==> config.mk <==
export PLATFORM = sky130hd
export DESIGN_NAME = predecode_queue
export DESIGN_NICKNAME = d
export VERILOG_FILES = /design/src/rtl/predecode_queue.sv
export SDC_FILE = /design/constraint.sdc
export NUM_CORES = 2
export LEC_CHECK = 0
export BUFFER_PORTS_ARGS = -buffer_cell sky130_fd_sc_hd__buf_4
export CAP_MARGIN = 20
export CORE_UTILIZATION = 50
export CTS_BUF_LIST = sky130_fd_sc_hd__clkbuf_4
export CTS_CLUSTER_DIAMETER = 150
export DETAILED_ROUTE_END_ITERATION = 10
export PLACE_DENSITY = 0.7
export SYNTH_ARGS = -nofsm -noshare
export SYNTH_HDL_FRONTEND = slang
export SYNTH_HIERARCHICAL = 1
export SYNTH_SLANG_ARGS = --single-unit
==> constraint.sdc <==
create_clock -name clk -period 16.5 [get_ports clk]
set_input_delay 3.3 -clock clk [delete_from_list [all_inputs] [get_ports clk]]
set_output_delay 3.3 -clock clk [all_outputs]
set_load 0.1 [all_outputs]
==> src/rtl/predecode_queue.sv <==
// Fetch-to-decode pre-decode stage: per-word field extraction and exception
// classification feeding an elastic circular queue of decoded records.
package predecode_pkg;
  typedef struct packed {
    logic [31:0] pc;
    logic [31:0] valP;
    logic [31:0] opcode;
    logic [4:0]  rA;
    logic [4:0]  rB;
    logic [4:0]  rC;
    logic [4:0]  shamt;
    logic [5:0]  funct;
    logic [31:0] valC;
    logic [4:0]  btype;
    logic [4:0]  ExcCode;
    logic [31:0] erraddr;
    logic        inssl;
  } plr_d;
endpackage

// Single-word pre-decoder; one instance per fetch lane.
module predecode_lane import predecode_pkg::*; #(
  parameter bit CHECK_RSV = 1'b1
) (
  input  logic [31:0] word_i,
  input  logic [31:0] pc_i,
  input  logic        inssl_i,
  output plr_d        rec_o
);
  logic [5:0]  op, fn;
  logic [4:0]  rs, rt, rd, sh;
  logic [31:0] simm, imm;
  logic [4:0]  exc;
  logic        legal, rsv;

  assign op   = word_i[31:26];
  assign rs   = word_i[25:21];
  assign rt   = word_i[20:16];
  assign rd   = word_i[15:11];
  assign sh   = word_i[10:6];
  assign fn   = word_i[5:0];
  assign simm = {{16{word_i[15]}}, word_i[15:0]};

  // legal: opcode/funct/rt/rs is defined; rsv: a must-be-zero field is set
  always_comb begin
    legal = 1'b1;
    rsv   = 1'b0;
    exc   = 5'h0;
    imm   = '0;
    case (op)
      6'h00: begin
        case (fn)
          6'h00, 6'h02, 6'h03:                  rsv = |rs;
          6'h04, 6'h06, 6'h07:                  rsv = |sh;
          6'h08:                                rsv = |{rt, rd};
          6'h09:                                rsv = |rt;
          6'h0c:                                exc = 5'h08;
          6'h0d:                                exc = 5'h09;
          6'h10, 6'h12:                         rsv = |{rs, rt, sh};
          6'h11, 6'h13:                         rsv = |{rt, rd, sh};
          6'h18, 6'h19, 6'h1a, 6'h1b:           rsv = |{rd, sh};
          6'h20, 6'h21, 6'h22, 6'h23, 6'h24, 6'h25, 6'h26, 6'h27,
          6'h2a, 6'h2b:                         rsv = |sh;
          default:                              legal = 1'b0;
        endcase
      end
      6'h01: begin
        legal = (rt == 5'h00) || (rt == 5'h01) || (rt == 5'h10) || (rt == 5'h11);
        imm   = {simm[29:0], 2'b00};
      end
      6'h02, 6'h03: imm = {pc_i[31:28], word_i[25:0], 2'b00};
      6'h04, 6'h05: imm = {simm[29:0], 2'b00};
      6'h06, 6'h07: begin
        imm = {simm[29:0], 2'b00};
        rsv = |rt;
      end
      6'h08, 6'h09, 6'h0a, 6'h0b,
      6'h20, 6'h21, 6'h23, 6'h24, 6'h25, 6'h28, 6'h29, 6'h2b: imm = simm;
      6'h0c, 6'h0d, 6'h0e: imm = {16'h0, word_i[15:0]};
      6'h0f: begin
        imm = {word_i[15:0], 16'h0};
        rsv = |rs;
      end
      6'h10: begin
        case (rs)
          5'h00, 5'h04: rsv = |word_i[10:0];
          5'h10:        ;
          default:      legal = 1'b0;
        endcase
      end
      default: legal = 1'b0;
    endcase
  end

  always_comb begin
    rec_o       = '0;
    rec_o.inssl = inssl_i;
    rec_o.pc    = pc_i;
    if (pc_i[1:0] != 2'b00) begin
      rec_o.erraddr = pc_i;
      rec_o.ExcCode = 5'h04;
    end else if (!legal || (CHECK_RSV && rsv)) begin
      rec_o.ExcCode = 5'h0a;
    end else begin
      rec_o.valP    = pc_i;
      rec_o.opcode  = pc_i;
      rec_o.rA      = rs;
      rec_o.rB      = rt;
      rec_o.rC      = rd;
      rec_o.shamt   = sh;
      rec_o.funct   = fn;
      rec_o.valC    = imm;
      rec_o.btype   = (op == 6'h01) ? rt : 5'h0;
      rec_o.ExcCode = exc;
    end
  end
endmodule

module predecode_queue import predecode_pkg::*; #(
  parameter int FETCH_WIDTH = 2,
  parameter int ISSUE_WIDTH = 2,
  parameter int DEPTH       = 8,
  parameter bit CHECK_RSV   = 1'b1,
  localparam int CNTW = $clog2(FETCH_WIDTH + 1),
  localparam int POPW = $clog2(ISSUE_WIDTH + 1)
) (
  input  logic                          clk,
  input  logic                          reset,
  input  logic                          flush,
  input  logic                          in_valid,
  output logic                          in_ready,
  input  logic [31:0]                   in_pc,
  input  logic [CNTW-1:0]               in_cnt,
  input  logic [32*FETCH_WIDTH-1:0]     in_data,
  input  logic [FETCH_WIDTH-1:0]        in_inssl,
  output logic [ISSUE_WIDTH-1:0]        out_valid,
  output plr_d [ISSUE_WIDTH-1:0]        out_entry,
  input  logic [POPW-1:0]               out_pop
);
  localparam int AW = $clog2(DEPTH);
  localparam int CW = $clog2(DEPTH + 1);

  plr_d                    mem_q [DEPTH];
  plr_d [FETCH_WIDTH-1:0]  dec;
  logic [AW-1:0]           head_q, head_d, tail_q, tail_d;
  logic [CW-1:0]           count_q, count_d, nvalid;
  logic                    push;

  // Space check uses registered count only, so a same-cycle pop never frees room.
  assign in_ready = count_q <= CW'(DEPTH - FETCH_WIDTH);
  assign push     = in_valid && in_ready && !flush;

  for (genvar g = 0; g < FETCH_WIDTH; g++) begin : g_lane
    predecode_lane #(.CHECK_RSV(CHECK_RSV)) u_lane (
      .word_i  (in_data[32*g +: 32]),
      .pc_i    (in_pc + 32'(4*g)),
      .inssl_i (in_inssl[g]),
      .rec_o   (dec[g])
    );
  end

  always_comb begin
    head_d  = head_q;
    tail_d  = tail_q;
    count_d = count_q;
    if (flush) begin
      head_d  = '0;
      tail_d  = '0;
      count_d = '0;
    end else begin
      head_d  = head_q + AW'(out_pop);
      count_d = count_q - CW'(out_pop);
      if (push) begin
        tail_d  = tail_q + AW'(in_cnt);
        count_d = count_d + CW'(in_cnt);
      end
    end
  end

  always_ff @(posedge clk or posedge reset) begin
    if (reset) begin
      head_q  <= '0;
      tail_q  <= '0;
      count_q <= '0;
    end else begin
      head_q  <= head_d;
      tail_q  <= tail_d;
      count_q <= count_d;
    end
  end

  // Storage needs no reset: reads are masked by count.
  always_ff @(posedge clk) begin
    if (push) begin
      for (int i = 0; i < FETCH_WIDTH; i++) begin
        if (i < int'(in_cnt)) mem_q[tail_q + AW'(i)] <= dec[i];
      end
    end
  end

  for (genvar i = 0; i < ISSUE_WIDTH; i++) begin : g_out
    assign out_valid[i] = count_q > CW'(i);
    assign out_entry[i] = out_valid[i] ? mem_q[head_q + AW'(i)] : '0;
  end

  assign nvalid = (count_q < CW'(ISSUE_WIDTH)) ? count_q : CW'(ISSUE_WIDTH);

  a_pop_ok : assert property (@(posedge clk) disable iff (reset) CW'(out_pop) <= nvalid)
    else $error("predecode_queue: out_pop exceeds valid entries");
endmodule

==> impl_metrics.toml <==
[timing]
tightest_slew_ns = 1.220
rsz0062_at_grt = "no"
max_slew_margin_pct = 18.67
fmax_mhz = 98.02
fin_skew_ns = 0.1507
final-setup-viol-count = 0
slew_violations = 0
min_period_ns = 10.20
finalCritPeriodShare_pct = 61.83
hold_viol = 0
fin_ws_ns = 6.298

[worst_setup_path]
cp.arrival_ns = 6.90
crit_chain = "xnor2_1, or2_4, buf_4, buf_4, o22ai_1, nor3_1, buf_4"
crit_required_ns = 13.20
critPathSlowestCell = "buf_4"
max_stage_delay_ns = 0.91
cp_max_fo = 59
end_kind = "output port"
path_buf_inv = 3
worstSetupPathType = "flip-flop to output port"
crit_family = "buffers and inverters"
crit_top_cell = "buf_4"
startpoint_type = "flip-flop"

[place]
dp_hpwl_um = 190500
place_area_sq_um = 102200
io_buffers = 502
dp_slack_ns = 7.894
dpl.cell_count = 9224
routabilityCongestion = 0.8551

[synthesis]
post-synth-top-area-cell = "edfxtp_1"
synthCells = 6765
ys_seq_area_share_pct = 48.88
synth_top_area_share_pct = 48.63
synth_edf_count = 1576
ys_ff_latch = 1586
synth.distinct_cells = 82
ys_warn_count = 6
syn-mean-instance-area_sq_um = 14.39
ys.flop_type = "edfxtp_1"
syn_area_sq_um = 97320
synth_area_leaders = "edfxtp_1, mux2_2, mux4_2"
synthArstFlopShare_pct = 0.6305

[cts]
post_cts_resized = 0
clock_latency_ns = 1.50
cts_tree = "done"
post_cts_buffers = 0
numCtsBuffers = 443
cts.clk_slew.worst_paths_ns = 0.07
h-tree-depth = 5
hold_buffers = 0
clockBufferDepth = 4
root_buffer = "clkbuf_4"
cts_num_sinks = 1586

[floorplan]
pin_count = 503
core_area_sq_um = 193000
num_rows = 161
initial_core_util_pct = 50.43
die_height_um = 443.2
die-area_sq_um = 196400
die_width_um = 443.2

[min_path]
hp-class = "flip-flop to flip-flop"

[drt]
first_pass_iters = 6
vias = 67590
wirelength_um = 344600
via_per_inst = 6.751
wire_per_inst_um = 34.42
drt_iter0_drc = 7334
ant_nets = 0
drc = 0

[layout]
drive_above_1_share_pct = 52.75
fin_nets = 7275
syn2layout_area_growth_pct = 10.78
stdcell_area_sq_um = 107800
post-route-util_pct = 55.87
final_cells = 10010

[global_routing]
grt_pass1_vias = 69340
overflow = 0
track_usage_pct = 34.22
antenna_found_initial = 32
grt_max_degree = 183
grt_pass1_wl_um = 489000

[power]
internal-power_mw = 8.506
power_switching_mw = 8.461
clockPowerShare_pct = 21.4
powerDensity_nw_per_um2 = 157.4
seqPwrFrac_pct = 27.6
total_power_mw = 16.97
p_leak_nw = 38.87
p_comb_share_pct = 51.0
switching_share_pct = 49.87
irDropWorstVdd_mv = 0.2761

[outcome]
status = "finished, final reports clean"

[job]
cap_violations = 0
[cells in the mapped netlist (5+ instances only)]
library cell  count
a211oi_1          9
a21oi_1          40
a21oi_2           8
a22oi_1          57
and2_1          119
and3_1           13
buf_1            87
buf_2           216
buf_4           168
buf_6             8
clkbuf_1        233
dfrtp_1          10
edfxtp_1       1576
ha_1              9
inv_1            21
mux2_1          225
mux2_2         2139
mux2i_1         197
mux4_2          394
nand2_1          42
nand2b_1          8
nand3_1          72
nand4_1          15
nor2_1          323
nor2b_1          15
nor3_1          216
nor3b_1           5
nor4_1            5
o21ai_0          21
o22ai_1         395
xnor2_1          22
xor2_1           11
[routing by layer]
metal,vias up,part of all wire [%],global-route usage (%)
met5,-,0.056,0
met4,30,7.1,22.12
met3,1042,9.4,7.406
met2,4081,47,55.27
met1,34520,36,41.55
li1,27920,-,-
[logic make-up (layout without fill, tap and decap cells)]
group,after synthesis,in the layout,share of synthesized area [%]
flip-flops,1586,1586,48.88
multiplexers,2955,2955,38.50
AND/OR/NAND/NOR,874,874,4.458
other,2,38,0.007716
XOR/XNOR,35,35,0.3368
buffers and inverters,735,1420,3.825
adder cells (fa/ha/maj),13,13,0.1980
AO/OA/AOI/OAI,565,565,3.795
[flip-flops by register name (all words and copies together) (netlist names)]
| name | flops |
|---|---|
| count_q | 4 |
| head_q | 3 |
| mem_q | 1576 |
| tail_q | 3 |
[cells in the final DEF, fill, tap and decap left out, drive strengths merged, types with 5 or more instances in the layout]
master     n
mux2    2364
mux2i    197
nand4     18
nor4       7
conb      16
inv       24
a22oi     57
ha         9
a211oi     9
nor3b      5
nor2     323
and3      13
edfxtp  1576
clkinv    68
xor2      11
and2     119
diode     22
dfrtp     10
mux4     394
xnor2     23
nor3     221
nor2b     15
a31oi      5
nand2b     8
buf      644
o21ai     22
nand2     42
clkbuf   681
o22ai    395
nand3     76
a21oi     48
[final timing paths]
check                            from              to  slack (ns)  cells after the start
max                         head_q[2]  out_entry[203]        6.30                      7
max in group asynchronous       reset       head_q[1]       14.33                      2
max reg2reg                count_q[0]   mem_q[1][165]       11.11                      8
min reg2reg                 tail_q[1]       tail_q[1]        0.61                      2
min                         tail_q[1]       tail_q[1]        0.61                      2
min in group asynchronous       reset      count_q[0]        1.79                      2
[power by group through the flow]
| stage | logic (mW) | clock network [mW] | registers [mW] |
|---|---|---|---|
| after floorplan | 6.43 | 0 | 4.83 |
| after global placement | 8.58 | 0 | 4.76 |
| after detailed placement | 8.60 | 0 | 4.77 |
| after CTS | 8.62 | 3.66 | 4.68 |
| after global routing | 8.81 | 3.86 | 4.70 |
| final | 8.66 | 3.62 | 4.69 |
[area by class of cell]
cell class                      instances  area [sq um]
Fill cell                           15830         85160
Sequential cell                      1586         47590
Timing Repair Buffer                  646          5160
Clock buffer                          679          5097
Multi-Input combinational cell       4458         46360
Clock inverter                         74         321.6
Tap cell                             2526          3161
Inverter                               21         78.83
Antenna cell                           22         55.05
[tightest hold or removal path, stage by stage, from the launching register on]
cell	delay, ns
dfrtp_1	0.43
nand2_1	0.08
a21oi_1	0.06
[metrics by stage]
| step | setup TNS (ns) | hold slack [ns] |
|---|---|---|
| 2_1_floorplan | -3251.97 | 0.5694 |
| 6_report | 0 | 0.6121 |
| 3_3_place_gp | 0 | 0.5962 |
| 4_1_cts | 0 | 0.6107 |
| 5_1_grt | 0 | 0.6641 |
| 3_5_place_dp | 0 | 0.5969 |
Power figures use the tool's default switching activity.
